[config.mk]
export PLATFORM = sky130hd
export DESIGN_NAME = vga_timing_gen_flat
export DESIGN_NICKNAME = d
export VERILOG_FILES = /design/src/rtl/vga_timing_if.sv /design/src/rtl/vga_timing_gen.sv /design/src/flat_wrapper.sv
export SDC_FILE = /design/constraint.sdc
export NUM_CORES = 1
export LEC_CHECK = 0
export CORE_MARGIN = 5
export CORE_UTILIZATION = 30
export DETAILED_ROUTE_END_ITERATION = 10
export HOLD_SLACK_MARGIN = 0.03
export PLACE_DENSITY_LB_ADDON = 0.25
export SETUP_SLACK_MARGIN = 0.02
export SLEW_MARGIN = 20
export SYNTH_ARGS = -nofsm -noshare
export SYNTH_HDL_FRONTEND = slang
export SYNTH_SLANG_ARGS = --single-unit
[constraint.sdc]
create_clock -name clk -period 2.6 [get_ports clk]
set_clock_uncertainty 0.2 [all_clocks]
set_input_delay 0.52 -clock clk [delete_from_list [all_inputs] [get_ports clk]]
set_output_delay 0.52 -clock clk [all_outputs]
set_load 0.01 [all_outputs]
[src/rtl/vga_timing_if.sv]
`timescale 1ns/1ps
`default_nettype none
// ============================================================================
// Module   : vga_timing_if
// Brief    : Video raster bundle from the timing generator to the blanking stage.
// Revision : 1.0 - initial release
// ============================================================================
interface vga_timing_if;
  logic       hsync;
  logic       vsync;
  logic       h_display;
  logic       v_display;
  logic [9:0] x;
  logic [9:0] y;
  logic [1:0] R_out;
  logic [1:0] G_out;
  logic [1:0] B_out;
  logic       frame_start;

  modport master (
    output hsync, vsync, h_display, v_display, x, y,
    output R_out, G_out, B_out, frame_start
  );

  modport slave (
    input hsync, vsync, h_display, v_display, x, y,
    input R_out, G_out, B_out, frame_start
  );
endinterface
`default_nettype wire

[src/rtl/vga_timing_gen.sv]
`timescale 1ns/1ps
`default_nettype none
// ============================================================================
// Module   : vga_timing_gen
// Brief    : VGA raster counters, sync/display decode and test-pattern colour.
// Revision : 1.0 - initial release
// ============================================================================
module vga_timing_gen #(
  parameter int H_VISIBLE = 640,
  parameter int H_FRONT   = 16,
  parameter int H_SYNC    = 96,
  parameter int H_BACK    = 48,
  parameter int V_VISIBLE = 480,
  parameter int V_FRONT   = 10,
  parameter int V_SYNC    = 2,
  parameter int V_BACK    = 33,
  parameter bit SYNC_POL  = 1'b0
) (
  input  logic         clk,
  input  logic         reset,
  input  logic [1:0]   pattern_sel,
  vga_timing_if.master vid
);

  localparam int c_H_TOTAL = H_VISIBLE + H_FRONT + H_SYNC + H_BACK;
  localparam int c_V_TOTAL = V_VISIBLE + V_FRONT + V_SYNC + V_BACK;
  localparam int c_BAR_W   = H_VISIBLE / 8;

  localparam logic [9:0] c_H_LAST     = 10'(c_H_TOTAL - 1);
  localparam logic [9:0] c_V_LAST     = 10'(c_V_TOTAL - 1);
  localparam logic [9:0] c_H_VIS      = 10'(H_VISIBLE);
  localparam logic [9:0] c_V_VIS      = 10'(V_VISIBLE);
  localparam logic [9:0] c_HS_START   = 10'(H_VISIBLE + H_FRONT);
  localparam logic [9:0] c_HS_END     = 10'(H_VISIBLE + H_FRONT + H_SYNC);
  localparam logic [9:0] c_VS_START   = 10'(V_VISIBLE + V_FRONT);
  localparam logic [9:0] c_VS_END     = 10'(V_VISIBLE + V_FRONT + V_SYNC);

  logic [9:0] r_h_cnt;
  logic [9:0] r_v_cnt;
  logic [1:0] r_mode;

  logic       r_hsync;
  logic       r_vsync;
  logic       r_h_display;
  logic       r_v_display;
  logic [9:0] r_x;
  logic [9:0] r_y;
  logic [1:0] r_red;
  logic [1:0] r_green;
  logic [1:0] r_blue;
  logic       r_frame_start;

  logic       w_origin;
  logic [1:0] w_mode;
  logic       w_h_vis;
  logic       w_v_vis;
  logic       w_hs_active;
  logic       w_vs_active;
  logic [2:0] w_bar;
  logic [1:0] w_red;
  logic [1:0] w_green;
  logic [1:0] w_blue;

  always_ff @(posedge clk or posedge reset) begin
    if (reset) begin
      r_h_cnt <= '0;
      r_v_cnt <= '0;
    end else if (r_h_cnt == c_H_LAST) begin
      r_h_cnt <= '0;
      r_v_cnt <= (r_v_cnt == c_V_LAST) ? 10'd0 : r_v_cnt + 10'd1;
    end else begin
      r_h_cnt <= r_h_cnt + 10'd1;
    end
  end

  // The first pixel of a frame already uses the newly selected pattern.
  assign w_origin    = (r_h_cnt == 10'd0) && (r_v_cnt == 10'd0);
  assign w_mode      = w_origin ? pattern_sel : r_mode;
  assign w_h_vis     = (r_h_cnt < c_H_VIS);
  assign w_v_vis     = (r_v_cnt < c_V_VIS);
  assign w_hs_active = (r_h_cnt >= c_HS_START) && (r_h_cnt < c_HS_END);
  assign w_vs_active = (r_v_cnt >= c_VS_START) && (r_v_cnt < c_VS_END);

  // Bar index h / (H_VISIBLE/8); the grey ramp is its upper two bits.
  always_comb begin
    w_bar = 3'd0;
    for (int i = 1; i < 8; i++) begin
      if (r_h_cnt >= 10'(i * c_BAR_W)) begin
        w_bar = 3'(i);
      end
    end
  end

  always_comb begin
    w_red   = 2'd0;
    w_green = 2'd0;
    w_blue  = 2'd0;
    if (w_h_vis && w_v_vis) begin
      case (w_mode)
        2'd0: begin
          w_red   = 2'd3;
          w_green = 2'd3;
          w_blue  = 2'd3;
        end
        2'd1: begin
          w_red   = {2{w_bar[2]}};
          w_green = {2{w_bar[1]}};
          w_blue  = {2{w_bar[0]}};
        end
        2'd2: begin
          w_red   = w_bar[2:1];
          w_green = w_bar[2:1];
          w_blue  = w_bar[2:1];
        end
        default: begin
          w_red   = {2{r_h_cnt[5] ^ r_v_cnt[5]}};
          w_green = {2{r_h_cnt[5] ^ r_v_cnt[5]}};
          w_blue  = {2{r_h_cnt[5] ^ r_v_cnt[5]}};
        end
      endcase
    end
  end

  always_ff @(posedge clk or posedge reset) begin
    if (reset) begin
      r_mode        <= 2'd0;
      r_hsync       <= ~SYNC_POL;
      r_vsync       <= ~SYNC_POL;
      r_h_display   <= 1'b0;
      r_v_display   <= 1'b0;
      r_x           <= '0;
      r_y           <= '0;
      r_red         <= '0;
      r_green       <= '0;
      r_blue        <= '0;
      r_frame_start <= 1'b0;
    end else begin
      if (w_origin) begin
        r_mode <= pattern_sel;
      end
      r_hsync       <= w_hs_active ? SYNC_POL : ~SYNC_POL;
      r_vsync       <= w_vs_active ? SYNC_POL : ~SYNC_POL;
      r_h_display   <= w_h_vis;
      r_v_display   <= w_v_vis;
      r_x           <= r_h_cnt;
      r_y           <= r_v_cnt;
      r_red         <= w_red;
      r_green       <= w_green;
      r_blue        <= w_blue;
      r_frame_start <= w_origin;
    end
  end

  assign vid.hsync       = r_hsync;
  assign vid.vsync       = r_vsync;
  assign vid.h_display   = r_h_display;
  assign vid.v_display   = r_v_display;
  assign vid.x           = r_x;
  assign vid.y           = r_y;
  assign vid.R_out       = r_red;
  assign vid.G_out       = r_green;
  assign vid.B_out       = r_blue;
  assign vid.frame_start = r_frame_start;

endmodule
`default_nettype wire
[src/flat_wrapper.sv]
// flat-port wrapper written by rule: the top's interface ports become plain ports
module vga_timing_gen_flat 
#(
  parameter int H_VISIBLE = 640,
  parameter int H_FRONT   = 16,
  parameter int H_SYNC    = 96,
  parameter int H_BACK    = 48,
  parameter int V_VISIBLE = 480,
  parameter int V_FRONT   = 10,
  parameter int V_SYNC    = 2,
  parameter int V_BACK    = 33,
  parameter bit SYNC_POL  = 1'b0
)
  (clk, reset, pattern_sel, vid_hsync, vid_vsync, vid_h_display, vid_v_display, vid_x, vid_y, vid_R_out, vid_G_out, vid_B_out, vid_frame_start);
  vga_timing_if vid_i ();
  input  logic clk;
  input  logic reset;
  input  logic [1:0] pattern_sel;
  output wire logic [$bits(vid_i.hsync)-1:0] vid_hsync;
  output wire logic [$bits(vid_i.vsync)-1:0] vid_vsync;
  output wire logic [$bits(vid_i.h_display)-1:0] vid_h_display;
  output wire logic [$bits(vid_i.v_display)-1:0] vid_v_display;
  output wire logic [$bits(vid_i.x)-1:0] vid_x;
  output wire logic [$bits(vid_i.y)-1:0] vid_y;
  output wire logic [$bits(vid_i.R_out)-1:0] vid_R_out;
  output wire logic [$bits(vid_i.G_out)-1:0] vid_G_out;
  output wire logic [$bits(vid_i.B_out)-1:0] vid_B_out;
  output wire logic [$bits(vid_i.frame_start)-1:0] vid_frame_start;
  assign vid_hsync = vid_i.hsync;
  assign vid_vsync = vid_i.vsync;
  assign vid_h_display = vid_i.h_display;
  assign vid_v_display = vid_i.v_display;
  assign vid_x = vid_i.x;
  assign vid_y = vid_i.y;
  assign vid_R_out = vid_i.R_out;
  assign vid_G_out = vid_i.G_out;
  assign vid_B_out = vid_i.B_out;
  assign vid_frame_start = vid_i.frame_start;
  vga_timing_gen #(.H_VISIBLE(H_VISIBLE), .H_FRONT(H_FRONT), .H_SYNC(H_SYNC), .H_BACK(H_BACK), .V_VISIBLE(V_VISIBLE), .V_FRONT(V_FRONT), .V_SYNC(V_SYNC), .V_BACK(V_BACK), .SYNC_POL(SYNC_POL)) u_core (.clk(clk), .reset(reset), .pattern_sel(pattern_sel), .vid(vid_i));
endmodule
# --- After elaboration in Yosys (flattened, before gate mapping) ---
# Index checks and enable logic that the tools add are counted.
classes:
  n_addsub: 2
  magnitude_cmp: 13
  n_eq_ne: 4
  n_mux: 18
  n_bitwise: 1
  reduce_logical: 7
ops:
  columns: ["operator", "count"]
  rows:
  - ["$ge 10x9->1 const B", 4]
  - ["$add 10x1->10 const B", 2]
  - ["$eq 10x10->1 const B", 2]
  - ["$ge 10x10->1 const B", 2]
  - ["$ge 10x8->1 const B", 2]
  - ["$logic_not 10->1", 2]
  - ["$lt 10x10->1 const B", 2]
  - ["$lt 10x9->1 const B", 2]
  - ["$mux 10", 2]
  - ["$pmux 2 s3", 3]
  - ["$mux 2", 6]
  - ["$mux 3", 4]
  - ["$ge 10x7->1 const B", 1]
  - ["$logic_and 1x1->1", 4]
  - ["$mux 1", 3]
  - ["$eq 2x1->1 const B", 1]
  - ["$eq 2x2->1 const B", 1]
  - ["$logic_not 2->1", 1]
  - ["$xor 1x1->1", 1]
totals:
  reg_bits: 53
  input_bits: 4
  out_inout_bits: 31
  wordCells: 58

# --- Logic depth before layout (Yosys ltp) ---
depth:
  ltp_word: 10
  depth_mapped: 7
  ltp_nobuf: 7

# --- Least setup slack after synthesis ---
# Ideal clock, no wire load.
synth_timing:
  kind: "flip-flop to flip-flop"
  from: "register u_core.r_v_cnt[8]"
  to: "register u_core.r_mode[0]"
  setup_time_ns: 0.125
  t_arrival_ns: 1.810
  required_time_ns: 2.275
  slack_ns: 0.465
  path_stages_with_launch: 5
  n_path_buf: 0
  period_less_slack_ns: 2.135
  cell_sequence: "dfrtp_1 > or4_4 > or2_1 > nor3_4 > mux2_2"
synth_via:
  elab_chain_len: 3
synth_rtl:
  columns: ["element", "line_no", "source"]
  rows:
  - ["start, declared", "vga_timing_gen.sv:39", "logic [9:0] r_v_cnt;"]
  - ["start signal, assigned", "vga_timing_gen.sv:70", "r_v_cnt <= (r_v_cnt == c_V_LAST) ? 10'd0 : r_v_cnt + 10'd1;"]
  - ["$logic_not 10->1", "vga_timing_gen.sv:77", "assign w_origin = (r_h_cnt == 10'd0) && (r_v_cnt == 10'd0);"]
  - ["$logic_and 1x1->1", "vga_timing_gen.sv:77", null]
  - ["$mux 2", null, null]
  - ["named net u_core.w_mode[0]", "vga_timing_gen.sv:54", "logic [1:0] w_mode;"]
  - ["end signal, assigned", "vga_timing_gen.sv:139", "r_mode <= pattern_sel;"]
  - ["end, declared", "vga_timing_gen.sv:40", "logic [1:0] r_mode;"]
# The timed path passes the listed nets, and every way through them passes these cells.
# A chain may end at the register's enable or synchronous reset.

# --- Worst setup path after layout ---
layout_timing:
  from: "register u_core.r_h_cnt[0]"
  to: "register u_core.r_mode[0]"
layout_via:
  elab_chain_len: 3
layout_rtl:
  columns: ["element", "line_no", "source"]
  rows:
  - ["start, declared", "vga_timing_gen.sv:38", "logic [9:0] r_h_cnt;"]
  - ["start signal, assigned", "vga_timing_gen.sv:72", "r_h_cnt <= r_h_cnt + 10'd1;"]
  - ["$logic_not 10->1", "vga_timing_gen.sv:77", null]
  - ["$logic_and 1x1->1", "vga_timing_gen.sv:77", null]
  - ["$mux 2", null, null]
  - ["named net u_core.w_mode[0]", "vga_timing_gen.sv:54", null]
# The timed path passes the listed nets, and every way through them passes these cells.

==> results.md <==
- Synth Warn #: 0
- Worst VDD drop: 177 uV
- Launch point of the worst path: u_core.r_h_cnt[0]
- Total vias in the final route: 1656
- CTS buffer count: 5
- Ys flop type: dfrtp_1
- Seq pwr share: 56.8%
- Synth area leader: dfrtp_1
- Final period utilization: around 86%
- Setup Viol. Count Final: 0
- Synth top area share: 56.2%
- Drt via density: around 4.7
- Critical Path Start Type: register
- Post-synthesis sequential area ratio: between 50% and 60%
- Critical path arrival: roughly 2200 ps
- Post-CTS setup repair buffer count: 0
- Initial Utilization: 31.0%
- Asr flop ratio synth: 100%
- Post-placement cell area: roughly 2800 sq um
- Final core occ: approximately two fifths
- CP required: 2590 ps
- Routed length per instance: about 14 um
- Post-synth EDFFs: 0
- IO Pins: 35
- Worst setup EP type: register
- # nets final: 261
- Worst Path Max Fanout: 6
- H-tree Lvls: 2
- Measured slew at the worst slew-check pin: 545 ps
- Die Y: 97.0 um
- Fin Setup TNS: 0 ps
- Combinational Power Share: under 10%
- Slew HR: 63.5%
- DRT Pass-1 Iters: 4
- Max-slew violation count: 0
- Tot Pwr: 1.47 mW
- Antenna cells: 0
- Grt ovf: 0
- Post-route DRC: 0
- Finished Cell Area: approximately 2900 sq um
- Net Switching: 0.298 mW
- Dpl hpwl: around 3.5 mm
- GR Util All Layers: between 10% and 20%
- Mapped cell area: roughly 2300 sq um
- Lkg Pwr: roughly 1.2 nW
- CTS root buf: clkbuf_8
- Syn-to-layout area delta: 27.8%
- CTS tree: done
- Syn Nets: roughly 220
- Die width: around 97 um
- Worst hold-check path type: register to register
- Run status: finished clean
- R2R Setup Slk: roughly 350 ps
- 1st-iter DRT viols: 70
- RSZ-0062 raised after global routing: false
- Clock-pin slew on the worst setup and hold paths: roughly 90 ps
- Power density over cell area: 507 nW/um^2
- CP Class: register to register
- #FFs+latches synth: 53
- Pint: around 1.2 mW
- Placer Congestion: around 0.74
- Cts hold-fix bufs: 0
- Fill count: 741
- Net Sw Frac: 20.3%
- Vias in the first global route: between 1500 and 2000
- Final WL: just under 5 mm
- Fin. Hold Viols: 0
- Initial antenna violation count: 0
- # Max-Cap Violations: 0
- Fmax: between 0.4 and 0.5 GHz
- # rows: 31
- Clock insertion delay at the later pin of the skew report: roughly 300 ps
- First-pass GRT wire length: roughly 8.5 mm
- Largest net degree at the start of global routing: 23
- Clock sink count: 53
- Hold Startpoint: u_core.r_v_cnt[8]
- Syn Area/Cell: ~11 sq um
- Die Footprint: 9410 sq um
- Core Area: around 7300 sq um
- Synth cell types: 45
- # resized after CTS: 0
- PortBufs: 34
- Detail Route Antenna Nets: 0
- Share of layout cells above drive strength 1: approximately an eighth
- Clock group share of total power: about two fifths
- Longest Clk Path Bufs: 2
- Worst r2r src: u_core.r_h_cnt[0]
- Post-route minimum period: 2250 ps
- Gate Count Post-Synth: around 210
- Synth area leaders: dfrtp_1 56%, o21ai_0 4.0%, nor2_1 2.8%
## power groups by stage
stage | Combinational (mW) | Clock, mW | Sequential, mW
3_3_place_gp | 0.0597 | 0 | 0.852
2_1_floorplan | 0.0233 | 0 | 0.855
6_report | 0.0577 | 0.577 | 0.836
5_1_grt | 0.0658 | 0.631 | 0.837
4_1_cts | 0.0603 | 0.592 | 0.836
3_5_place_dp | 0.0598 | 0 | 0.852
## worst paths after layout
path                                      to  cells past startpoint
setup / recovery            u_core.r_mode[0]                      5
hold / removal               u_core.vid.y[8]                      0
setup reg to reg            u_core.r_mode[0]                      5
hold reg to reg              u_core.vid.y[8]                      0
max in group asynchronous   u_core.vid.vsync                      3
min in group asynchronous  u_core.r_h_cnt[8]                      2
## layout make-up
type                       count  area (sq um)  share of cell area (%)
clock buffer                   7          86.3                    2.97
clock inverter                 1          30.0                    1.03
inverter                      10          37.5                    1.29
multi-input combinational    138           861                    29.7
sequential                    53          1330                    45.8
tap                           99           124                    4.27
timing repair buffer          45           435                    15.0
## worst max-delay path, cell delays in order, from the launching register on
cell and delay, ps:
dfrtp_1 450, inv_1 80, ha_1 160, or4b_2 640
nor3_4 240, mux2_2 370
## cell usage after synthesis, drive strengths merged, types with 3 or more instances
master	count
and3	4
nand2b	3
ha	4
a211oi	6
o21ai	19
a21oi	8
nor3	5
nand3	12
nand4	3
clkbuf	8
a21o	3
a31oi	3
xor2	3
nor2b	5
nand2	14
xnor2	4
nor2	17
o31ai	4
inv	10
dfrtp	51
## metal layers
layer	global-route usage, %	vias up	routed length, um
li1	-	825	-
met1	15.9	797	2400
met2	16.1	32	2210
met3	3.17	2	190
met4	3.89	0	54
met5	0	-	0
## cells by family after synthesis
family	share of synthesized area, %
and+or+nand+nor	18.4
buffers and inverters	3.63
AOI/OAI and AO/OA	14.0
muxes	0.496
DFF	58.5
adders and majority gates	2.20
xor gates and xnor gates	2.70
## metrics by stage
stage	hold slack, ps	setup slack, ps	std cells
2_1_floorplan	152	465	211
4_1_cts	251	349	353
3_5_place_dp	230	364	345
6_report	253	354	353
3_3_place_gp	218	399	345
5_1_grt	271	179	353
## flip-flops by register name, indices dropped and copies added, names as in the netlist
signal,flops
u_core.vid.v_display,1
u_core.vid.B_out,2
u_core.vid.hsync,1
u_core.vid.G_out,2
u_core.r_v_cnt,10
u_core.vid.vsync,1
u_core.vid.frame_start,1
u_core.vid.h_display,1
u_core.r_h_cnt,10
u_core.vid.y,10
u_core.vid.x,10
u_core.vid.R_out,2
u_core.r_mode,2
## placed cells by master, fill, tap and decap left out, types with 2 or more instances in the layout
cell type        count
nor3_2               2
or3_1                2
ha_1                 4
nand2_1             14
nor3_1               2
clkdlybuf4s50_1     34
a211oi_1             6
xnor2_1              4
and3_1               4
a21oi_1              8
inv_1                9
nor2_1              17
a31oi_1              3
dfstp_2              2
o31ai_1              4
xor2_1               3
o21ai_0             18
buf_4               10
nand2b_1             3
dfrtp_1             51
nor2b_1              5
a21o_2               2
nand3_1             12
nand4_1              3
and2_1               2
clkbuf_8             6
a211o_1              2
No activity file was read; power rests on OpenSTA's default activity.
==> patch 1: new RTL, same settings <==
Take the reset off `r_x` and load it in a clocked block of its own.
--- a/src/rtl/vga_timing_gen.sv
+++ b/src/rtl/vga_timing_gen.sv
@@ -130,3 +130,2 @@
       r_v_display   <= 1'b0;
-      r_x           <= '0;
       r_y           <= '0;
@@ -144,3 +143,2 @@
       r_v_display   <= w_v_vis;
-      r_x           <= r_h_cnt;
       r_y           <= r_v_cnt;
@@ -151,2 +149,6 @@
     end
+  end
+
+  always_ff @(posedge clk) begin
+    r_x <= r_h_cnt;
   end
Formal check against the unedited RTL: differs if reset is asserted again (counterexample within 4 cycles, from zero or initial values and one cycle with reset high); with reset held inactive, the same outputs for 10 cycles.
==> patch 1 against the unedited design <==
Area after synthesis shrank 2.2%; die area shrank 2.0%; setup slack lost 0.15 ns; sequential share of layout area shrank 0.13 points; wire length shrank 6.9%; via count shrank 1.6%; utilization shrank 0.77 points; synthesized cell count grew 0.95%; count of clock-buffer cells in the layout grew 1; largest cell class unchanged; total power shrank 8.5%; cell area shrank 3.5%; sequential cell count is the same.
==> patch 1: results (changes against the unedited design) <==
status: completed (unchanged)
Synthesized Nets: 221 (was 219)
Post-synth ARST share: 81.13% (was 100.0%)
vias in the first global route: 1,520 (was 1,663)
class of the worst hold path: reg2reg (unchanged)
final net count: 261 (unchanged)
dpl ws: 0.2445 ns (was 0.3645 ns)
Leakage Power: 1.139 nW (was 1.221 nW)
final wirelength: 4.522 mm (was 4.857 mm)
CP max-delay cell: nor4b_1 (was or4b_2)
Post-DP HPWL: 3.155 mm (was 3.453 mm)
Longest Clk Path Bufs: 2 (unchanged)
antenna cells: 0 (unchanged)
clk_lat worst skew: 0.30 ns (about the same)
first-pass GRT wire length: 7.714 mm (was 8.535 mm)
Tightest Pin Transition: 0.5884 ns (was 0.5449 ns)
synth cell count leaders: dfrtp_1 (41), nor2_1 (19), o21ai_0 (18), nand3_1 (14), nand2_1 (12) (was dfrtp_1 (51), o21ai_0 (18), nor2_1 (17), nand2_1 (14), nand3_1 (12))
RePlAce Congestion: 0.7591 (was 0.7401)
CTS buffer count: 5 (unchanged)
Worst EP arrival: 2.37 ns (was 2.23 ns)
Initial DRT Pass Iterations: 4 (unchanged)
share of cells above drive strength 1: 11.42% (was 12.60%)
Max IR drop VDD: 230.2 µV (was 177.0 µV)
initial antenna violation count: 0 (unchanged)
pin count of the biggest net entering global routing: 44 (was 23)
H-tree depth: 2 (unchanged)
Main synth FF type: dfrtp_1 (unchanged)
synth top area cells: dfrtp_1 (46%), dfxtp_1 (9.0%), o21ai_0 (4.1%) (was dfrtp_1 (56%), o21ai_0 (4.0%), nor2_1 (2.8%))
sequential area share after synthesis: 57.55% (was 58.48%)
synth unique cells: 42 (was 45)
DR iter-0 viols: 95 (was 70)
GRT Resource Usage Total: 10.79% (was 11.15%)
Resized cells post-CTS: 0 (unchanged)
Via-to-Cell Ratio: 4.618 (was 4.691)
# port buffers: 34 (unchanged)
crit path max fanout: 6 (unchanged)
CP peak stage delay: 0.49 ns (was 0.64 ns)
clk root buf: clkbuf_8 (unchanged)
Final Setup Violations: 0 (unchanged)
[patch 1: changes by cell type in the layout (fill, tap and decap cells not counted), sizes merged, moves of 3 or more]
cell / delta
dfrtp: -10
dfxtp: +10
a21oi: -4
a22oi: +4
nor3: +4
and2b: +3
[patch 1: cell families after synthesis]
group,count (synthesis),synth area share [%]
xor gates and xnor gates,7,2.759
DFF,53,57.54
buffers and inverters,19,3.435
muxes,1,0.5067
and+or+nand+nor,84,20.66
adders and majority gates,4,2.252
AOI/OAI and AO/OA,45,12.84
[patch 1: report_power, final]
group | leakage (nW) | internal (mW) | switching, mW
Clock | 0.0455 | 0.218 | 0.246
Combinational | 0.464 | 0.0230 | 0.0272
Sequential | 0.630 | 0.830 | 0.00261
[patch 1: per-stage QoR]
stage | instance area [µm²] | cells | util [%] | hold WS, ns
finish | 2801 | 353 | 38.83 | 0.2490
global route | 2801 | 353 | 38.83 | 0.2746
CTS | 2801 | 353 | 38.83 | 0.2536
detailed placement | 2711 | 345 | 37.58 | 0.2301
global placement | 2711 | 345 | 37.58 | 0.2250
floorplan | 2222 | 213 | - | 0.1422
[patch 1: critical path, delay by kind of cell, from the launching register on]
| kind | cells | cell delay (ns) |
|---|---|---|
| DFF | 1 | 0.44 |
| AOI/OAI and AO/OA | 1 | 0.34 |
| adders and majority gates | 1 | 0.13 |
| and+or+nand+nor | 4 | 1.09 |
| buffers and inverters | 1 | 0.08 |
[patch 1: worst paths after layout]
check / start / to / slack, ns / cells after the start
max: u_core.r_h_cnt[0] / u_core.vid.G_out[1] / 0.21 / 7
min: u_core.r_v_cnt[8] / u_core.vid.y[8] / 0.25 / 0
max reg2reg: u_core.r_h_cnt[0] / u_core.vid.G_out[1] / 0.21 / 7
min reg2reg: u_core.r_v_cnt[8] / u_core.vid.y[8] / 0.25 / 0
max in group asynchronous: reset / u_core.vid.hsync / 1.38 / 3
min in group asynchronous: reset / u_core.vid.y[6] / 0.45 / 3
[patch 1: layout make-up]
cell class / count / area, µm²
Fill cell: 740 / 4413
Sequential cell: 53 / 1279
Inverter: 9 / 33.78
Clock buffer: 8 / 90.09
Multi-Input combinational cell: 141 / 867.1
Tap cell: 99 / 123.9
Timing Repair Buffer: 43 / 407.9
[patch 1: layer usage]
metal,vias up,GRT usage [%],part of all wire (%)
met5,-,0,0
met1,767,15.57,50
met3,6,2.346,5.1
li1,824,-,-
met2,33,15.58,43
met4,0,4.265,1.5
==> patch 2: new RTL, same flow settings <==
Without the edit above. `SYNC_POL` is set to 1'b0 in 2 places; all go to 1'b1.
--- a/src/rtl/vga_timing_gen.sv
+++ b/src/rtl/vga_timing_gen.sv
@@ -16,3 +16,3 @@
   parameter int V_BACK    = 33,
-  parameter bit SYNC_POL  = 1'b0
+  parameter bit SYNC_POL  = 1'b1
 ) (
--- a/src/flat_wrapper.sv
+++ b/src/flat_wrapper.sv
@@ -11,3 +11,3 @@
   parameter int V_BACK    = 33,
-  parameter bit SYNC_POL  = 1'b0
+  parameter bit SYNC_POL  = 1'b1
 )
Check against the original RTL: not equivalent (a bounded check fails within 4 cycles, from zero or initial values and one cycle with reset high).
==> patch 2 against the unedited design <==
Sequential cell count is the same; cell count shrank 2.3%; wire length shrank 7.3%; first-iteration DRC count shrank 21%; combinational power shrank 1%; cell area shrank 2.7%; area after synthesis shrank 2.7%; setup slack lost 0.078 ns; total power shrank 7.9%; largest cell class unchanged; largest power group unchanged.
==> patch 2: results (changes against the unedited design) <==
CP max-delay cell: or4_1 (was or4b_2)
DR iter-0 viols: 55 (was 70)
fin crit share: 89.40% (was 86.40%)
status: completed (unchanged)
clk cell area share: 3.101% (was 4.009%)
Max IR drop VDD: 220.8 µV (was 177.0 µV)
M1 GR Usage: 14.38% (was 15.86%)
clkbuf count: 6 (was 7)
RePlAce Congestion: 0.7300 (was 0.7401)
r2r worst-path depth: 9 (was 5)
hold path startpoint: u_core.r_h_cnt[1] (was u_core.r_v_cnt[8])
RR Endpoint: u_core.vid.G_out[0] (was u_core.r_mode[0])
Multi-input gate area: 817.0 µm² (was 860.8 µm²)
Leakage Power: 1.206 nW (was 1.221 nW)
first-pass GRT wire length: 7.610 mm (was 8.535 mm)
Gate Count Post-Synth: 201 (was 211)
dpl ws: 0.1812 ns (was 0.3645 ns)
Synthesized Nets: 209 (was 219)
M3 GR Usage: 3.284% (was 3.165%)
Die ar.: 9186 µm² (was 9415 µm²)
CP peak stage delay: 0.48 ns (was 0.64 ns)
synth cell count leaders: dfrtp_1 (53), nor2_1 (20), nand2_1 (14), o21ai_0 (14), inv_1 (9) (was dfrtp_1 (51), o21ai_0 (18), nor2_1 (17), nand2_1 (14), nand3_1 (12))
Inverters: 9 (was 10)
sequential area share after synthesis: 59.99% (was 58.48%)
placed instance area: 2715 µm² (was 2786 µm²)
Post-DP HPWL: 3.114 mm (was 3.453 mm)
## patch 2: cells by family (layout without fill, tap and decap cells)
group	after synthesis	after routing	synth area share, %
AO/OA/AOI/OAI	34	34	9.508
XOR/XNOR	10	10	3.961
adder cells (fa/ha/maj)	4	4	2.264
buffers and inverters	17	62	3.339
flip-flops	53	53	59.99
multiplexers	4	4	1.868
AND/OR/NAND/NOR	79	79	19.07
## patch 2: how the worst max path moves through the flow
stage                                     end              start  cells past startpoint
final                     u_core.vid.G_out[0]  u_core.r_h_cnt[0]                      9
after global placement    u_core.vid.G_out[0]  u_core.r_h_cnt[0]                      8
after floorplan           u_core.vid.B_out[0]  u_core.r_h_cnt[5]                      6
after CTS                 u_core.vid.G_out[0]  u_core.r_h_cnt[0]                      8
after detailed placement  u_core.vid.G_out[0]  u_core.r_h_cnt[0]                      8
after global routing      u_core.vid.R_out[0]  u_core.r_h_cnt[0]                      8
## patch 2: metal layers
layer,up-vias,routed length [µm]
met3,4,235
li1,777,-
met1,783,2130
met4,0,67
met2,30,2071
met5,-,0
## patch 2: per-stage QoR
stage / hold slack [ns] / util (%)
3_3_place_gp: 0.2065 / 37.63
4_1_cts: 0.2354 / 38.85
6_report: 0.2370 / 39.14
2_1_floorplan: 0.1529 / -
3_5_place_dp: 0.2206 / 37.63
5_1_grt: 0.2538 / 39.14
## patch 2: power groups by stage
stage,combinational [mW],sequential [mW],clock (mW)
after floorplan,0.0243,0.855,0
after global placement,0.0583,0.852,0
after detailed placement,0.0593,0.851,0
after CTS,0.0594,0.835,0.479
after global routing,0.0638,0.836,0.515
final,0.0571,0.835,0.463
## patch 2: what timing repair did
action	in CTS	in global routing
buffers inserted	0	2
setup endpoints to repair	0	7
resized for setup	0	1
